$ cat src/rtl/dcache_snoop_responder.sv
// dcache_snoop_responder: MSI snoop agent living beside each dcache.
// Looks up snooped blocks, supplies dirty blocks on ccwrite, and issues the
// M->S / M->I / S->I state update strobe. Holds the local cache FSM off via
// snoop_busy while a snoop is in flight.
// Optional feature macro: SNOOP_LINK_EN (invalidating snoops kill a matching
// LL/SC link through link_clear; otherwise link_clear is tied low).
module dcache_snoop_responder #(
    parameter  int SETS = 8,
    parameter  int WAYS = 2,
    localparam int IDXW = $clog2(SETS),
    localparam int WAYW = $clog2(WAYS),
    localparam int TAGW = 32 - IDXW - 3
) (
    input  logic                   CLK,
    input  logic                   nRST,
    input  logic                   ccwait,
    input  logic                   ccinv,
    input  logic [31:0]            ccsnoopaddr,
    input  logic                   dwait,
    output logic                   ccwrite,
    output logic                   snoop_dWEN,
    output logic [31:0]            snoop_daddr,
    output logic [31:0]            snoop_dstore,
    output logic                   snoop_busy,
    output logic [IDXW-1:0]        arr_idx,
    input  logic [WAYS-1:0]        arr_valid,
    input  logic [WAYS-1:0]        arr_dirty,
    input  logic [WAYS*TAGW-1:0]   arr_tag,
    input  logic [WAYS*64-1:0]     arr_data,
    output logic                   upd_en,
    output logic [WAYW-1:0]        upd_way,
    output logic                   upd_inv,
    input  logic                   link_valid,
    input  logic [31:0]            link_addr,
    output logic                   link_clear
);

    localparam int BLKW = TAGW + IDXW;

    typedef enum logic [2:0] {
        S_IDLE,
        S_LOOKUP,
        S_WB0,
        S_WB1,
        S_UPDATE
    } state_t;

    state_t            r_state;
    state_t            w_next;
    logic [BLKW-1:0]   r_blk;        // latched block address (addr[31:3])
    logic              r_inv;
    logic [WAYW-1:0]   r_way;
    logic              r_ccwrite;

    logic [TAGW-1:0]   w_tag;
    logic [IDXW-1:0]   w_idx;
    logic              w_inv_eff;
    logic              w_hit;
    logic              w_hit_dirty;
    logic [WAYW-1:0]   w_hit_way;
    logic [63:0]       w_way_data;
    logic              w_link_evt;
    logic              w_unused;

    assign w_tag     = r_blk[BLKW-1 -: TAGW];
    assign w_idx     = r_blk[IDXW-1:0];
    assign w_inv_eff = r_inv | ccinv;

    assign ccwrite    = r_ccwrite;
    assign snoop_busy = ccwait | (r_state != S_IDLE);

    // Tag compare across ways; the lowest-numbered hitting way wins.
    always_comb begin
        w_hit       = 1'b0;
        w_hit_dirty = 1'b0;
        w_hit_way   = '0;
        for (int unsigned i = 0; i < WAYS; i++) begin
            if (!w_hit && arr_valid[i] && (arr_tag[i*TAGW +: TAGW] == w_tag)) begin
                w_hit       = 1'b1;
                w_hit_dirty = arr_dirty[i];
                w_hit_way   = WAYW'(i);
            end
        end
    end

    // Select the block data of the latched way for write-back.
    always_comb begin
        w_way_data = '0;
        for (int unsigned i = 0; i < WAYS; i++) begin
            if (r_way == WAYW'(i)) begin
                w_way_data = arr_data[i*64 +: 64];
            end
        end
    end

    // Next-state decode and state-driven outputs.
    always_comb begin
        w_next       = r_state;
        snoop_dWEN   = 1'b0;
        snoop_daddr  = '0;
        snoop_dstore = '0;
        upd_en       = 1'b0;
        upd_way      = '0;
        upd_inv      = 1'b0;
        arr_idx      = '0;
        w_link_evt   = 1'b0;
        case (r_state)
            S_IDLE: begin
                if (ccwait) w_next = S_LOOKUP;
            end
            S_LOOKUP: begin
                arr_idx    = w_idx;
                w_link_evt = ccwait & w_hit & ~w_hit_dirty & w_inv_eff;
                if (!ccwait)                 w_next = S_IDLE;
                else if (w_hit && w_hit_dirty) w_next = S_WB0;
                else if (w_hit && w_inv_eff)   w_next = S_UPDATE;
                else                         w_next = S_IDLE;
            end
            S_WB0: begin
                arr_idx      = w_idx;
                snoop_dWEN   = 1'b1;
                snoop_daddr  = {r_blk, 3'b000};
                snoop_dstore = w_way_data[31:0];
                if (!ccwait)     w_next = S_IDLE;
                else if (!dwait) w_next = S_WB1;
            end
            S_WB1: begin
                arr_idx      = w_idx;
                snoop_dWEN   = 1'b1;
                snoop_daddr  = {r_blk, 3'b100};
                snoop_dstore = w_way_data[63:32];
                if (!ccwait)     w_next = S_IDLE;
                else if (!dwait) w_next = S_UPDATE;
            end
            S_UPDATE: begin
                arr_idx  = w_idx;
                upd_en   = 1'b1;
                upd_way  = r_way;
                upd_inv  = r_inv;
                // Clean-hit invalidates already pulsed in LOOKUP; only the
                // write-back path (ccwrite still high) pulses here.
                w_link_evt = r_inv & r_ccwrite;
                w_next   = S_IDLE;
            end
            default: w_next = S_IDLE;
        endcase
    end

    // State register plus latched snoop address, inv flag, way and ccwrite.
    always_ff @(posedge CLK or negedge nRST) begin
        if (!nRST) begin
            r_state   <= S_IDLE;
            r_blk     <= '0;
            r_inv     <= 1'b0;
            r_way     <= '0;
            r_ccwrite <= 1'b0;
        end else begin
            r_state <= w_next;
            case (r_state)
                S_IDLE: begin
                    r_ccwrite <= 1'b0;
                    if (ccwait) begin
                        r_blk <= ccsnoopaddr[31:3];
                        r_inv <= ccinv;
                    end
                end
                S_LOOKUP: begin
                    r_inv     <= w_inv_eff;
                    r_ccwrite <= ccwait & w_hit & w_hit_dirty;
                    if (ccwait && w_hit) r_way <= w_hit_way;
                end
                S_WB0, S_WB1: begin
                    if (!ccwait) r_ccwrite <= 1'b0;
                end
                default: r_ccwrite <= 1'b0;
            endcase
        end
    end

`ifdef SNOOP_LINK_EN
    assign link_clear = w_link_evt & link_valid & (link_addr[31:3] == r_blk);
    assign w_unused   = ^{ccsnoopaddr[2:0], link_addr[2:0]};
`else
    assign link_clear = 1'b0;
    assign w_unused   = ^{ccsnoopaddr[2:0], link_valid, link_addr, w_link_evt};
`endif

endmodule

$ cat config.mk
export PLATFORM = sky130hd
export DESIGN_NAME = dcache_snoop_responder
export DESIGN_NICKNAME = d
export VERILOG_FILES = /design/src/rtl/dcache_snoop_responder.sv
export SDC_FILE = /design/constraint.sdc
export NUM_CORES = 1
export LEC_CHECK = 0
export CAP_MARGIN = 20
export CORE_AREA = 2 2 128 130
export CTS_CLUSTER_DIAMETER = 80
export DETAILED_ROUTE_END_ITERATION = 10
export DIE_AREA = 0 0 130 132
export PLACE_DENSITY = 0.67
export SYNTH_ARGS = -nofsm -noshare
export SYNTH_HDL_FRONTEND = slang
export SYNTH_SLANG_ARGS = --single-unit
$ cat constraint.sdc
create_clock -name CLK -period 2.5 [get_ports CLK]
set_clock_uncertainty 0.1 [all_clocks]
set_input_delay 0.5 -clock CLK [delete_from_list [all_inputs] [get_ports CLK]]
set_output_delay 0.5 -clock CLK [all_outputs]
set_load 0.05 [all_outputs]
==> results by group <==
Finish
  – # diodes: 0
  – Share of cells above drive strength 1: 0.292
  – Finished Cell Area: 0.00736 sq mm
  – Area grow syn2layout: 128%
  – Nets: 839

Timing
  – Maximum clock frequency: 411 MHz
  – Slew @ Worst Pin: 863 ps
  – Final hold vios: 0
  – Slew Limit Fails: 0
  – Max-slew headroom: 0.425
  – Final period util: 0.974
  – RSZ-0062 raised after global routing: true
  – Final setup viols: 0
  – Hold slack final: 232 ps
  – Fin Setup TNS: 0 ps
  – Min cycle time layout: 2440 ps

Setup path
  – Critical Path Most Common Cell: buf_12
  – Worst setup EP type: output port
  – Setup slack, reg-to-reg: 170 ps
  – Worst path top cell family by delay: multiplexers
  – CP required: 1900 ps
  – Worst Setup SP: r_way$_DFFE_PN0P_
  – WS Path Type: flip-flop to output port
  – Slowest library cell on the worst path: mux4_2
  – Worst path arrival time: 1840 ps
  – Max incr delay on CP: 580 ps
  – Setup crit end: snoop_dstore[6]
  – CP bufs+invs: 2
  – Cells along the critical path: buf_12 -> mux4_2 -> and2_4 -> buf_12
  – RR Endpoint: r_state[2]$_DFFE_PN0P_
  – CP Launch Type: flip-flop
  – Reg2reg start: r_blk[26]$_DFFE_PN0P_
  – Crit Path Max Fanout: 17
  – WP depth: 4
  – Worst R2R Path Depth: 7

Route
  – Residual DRC: 0
  – Vias per cell: 4.36
  – Via Count: 3496
  – Drt first pass iters: 4
  – Total Wirelength: 15100 um
  – Final ANT Viol Nets: 0
  – Drt wl/cell: 18.9 um
  – Starting DRT DRC Count: 66

Yosys
  – Seq/Total Area, Yosys: 0.271
  – YS warnings: 0
  – Seq cells post-synth: 35
  – Yosys cell types: 32
  – Netlist Area Pre-Place: 0.00323 sq mm
  – Cell count after synthesis: 293
  – Synth Area per Inst: 11.0 sq um

CTS
  – Clock Latency Late Sink: 280 ps
  – Post-cts hold buffer count: 0
  – H-Tree Depth: 2
  – CTS buffer count: 5
  – Root buffer cell: clkbuf_16
  – Worst-path clk slew: 60 ps
  – CTS max path bufs: 2
  – CTS tree: yes
  – # clock sinks: 35

Floorplan
  – Core area: 0.0157 sq mm
  – Chip width: 130 um
  – # IOs: 328
  – Starting Density: 0.205
  – Die area: 0.0172 sq mm
  – Num rows: 46
  – Die Y: 132 um

Min path
  – HP Class: input pin to async pin

Placed design
  – Port bufs: 288
  – GPL Wtd Cong: 0.812
  – HPWL after DPL: 12600 um
  – Post-Place Cell Area: 0.00713 sq mm

GRT
  – GRT Resource Usage Total: 0.168
  – Largest net degree at the start of global routing: 48
  – First-pass GRT wire length: 22000 um
  – Initial antenna violation count: 0
  – Number of global-route vias before repair: 3885
  – Gr ovfl total: 0

Power and ir drop
  – Power Density: 303 mW/mm^2
  – Leak pwr: 2.83 nW
  – Power Total: 2.23 mW
  – Worst VDD drop: 282 uV

Run
  – Max-cap violations: 0

Run status
  – Outcome: completed
==> per-layer routing <==
metal | part of all wire | up-vias | track usage
li1 | - | 1625 | -
met1 | 0.35 | 1670 | 0.172
met2 | 0.53 | 186 | 0.322
met3 | 0.10 | 15 | 0.0560
met4 | 0.016 | 0 | 0.0388
met5 | 0 | - | 0
==> placed cells by master, fill, tap and decap left out, types with 6 or more instances in the layout <==
cell type	synthesis	layout
dfrtp_1	35	34
nor4_1	6	6
clkbuf_16	0	6
mux4_2	32	32
mux2_2	30	30
buf_4	3	16
and2_1	65	63
buf_12	0	71
xor2_1	19	19
nand4_1	9	9
nor2_1	8	8
clkdlybuf4s50_1	0	213
xnor2_1	35	31
==> final cells by class <==
cell class	count	area [sq um]
fill	1454	8350
timing repair buffer	306	3750
multi-input combinational	235	2300
sequential	35	877
tap	216	270
clock buffer	8	156
inverter	2	7.51
==> how the worst min path moves through the flow <==
stage                                 end  slack [ps]  cells after the start                 start
global placement     r_blk[0]$_DFFE_PN0P_         400                      1  r_blk[0]$_DFFE_PN0P_
finish              r_blk[17]$_DFFE_PN0P_         230                      1                  nRST
global route        r_blk[12]$_DFFE_PN0P_         300                      1                  nRST
detailed placement   r_blk[0]$_DFFE_PN0P_         410                      1  r_blk[0]$_DFFE_PN0P_
floorplan             ccwrite$_DFFE_PN0P_         100                      0                  nRST
CTS                 r_blk[12]$_DFFE_PN0P_         270                      1                  nRST
==> per-stage QoR <==
step | utilization | worst slack [ps] | instances
final | 0.469 | 64.8 | 802
after global routing | 0.469 | -4.95 | 802
after CTS | 0.465 | 1.38 | 800
after detailed placement | 0.454 | -439 | 792
after global placement | 0.454 | -410 | 792
after floorplan | - | 109 | 295
==> flip-flops by register name (all words and copies together) (netlist names) <==
register / flops
r_blk: 29
r_state: 3
ccwrite: 1
r_inv: 1
r_way: 1
==> synthesized netlist by cell type <==
library cell | instances | area, sq um
a21oi_1 | 4 | 20.0
a32o_1 | 1 | 10.0
and2_1 | 65 | 407
and2_2 | 1 | 7.51
and3_1 | 2 | 12.5
buf_1 | 2 | 7.51
buf_2 | 3 | 15.0
buf_4 | 3 | 22.5
clkbuf_1 | 15 | 56.3
conb_1 | 1 | 3.75
dfrtp_1 | 35 | 876
inv_1 | 2 | 7.51
mux2_2 | 30 | 338
mux2_4 | 1 | 15.0
mux4_2 | 32 | 721
nand2_1 | 4 | 15.0
nand2b_1 | 1 | 6.26
nand3_1 | 1 | 5.00
nand4_1 | 9 | 56.3
nor2_1 | 8 | 30.0
nor2b_1 | 1 | 6.26
nor3_1 | 5 | 25.0
nor3b_1 | 1 | 7.51
nor4_1 | 6 | 37.5
o21a_1 | 1 | 7.51
o21ai_0 | 1 | 5.00
o21ai_2 | 1 | 8.76
or3_1 | 1 | 6.26
or4_1 | 1 | 7.51
or4_4 | 1 | 11.3
xnor2_1 | 35 | 307
xor2_1 | 19 | 166
==> cell families after synthesis <==
family	count (synthesis)	synth area share
simple gates	107	0.199
mux	63	0.333
xor+xnor	54	0.147
flops	35	0.271
buf+inv	25	0.0337
compound gates	8	0.0159
other cells	1	0.00116
==> report_power, final <==
part           internal [mW]  total, mW  switching, mW
Combinational          0.570      0.835          0.265
Sequential             0.641      0.735         0.0938
Clock                  0.424      0.663          0.239
==> what timing repair did <==
item / in CTS / in global routing
pin swaps: 4 / 5
setup endpoints to repair: 2 / 25
resized for setup: 3 / 7
cloned: 0 / 1
setup buffers: 0 / 1
No activity file was read; power rests on OpenSTA's default activity.
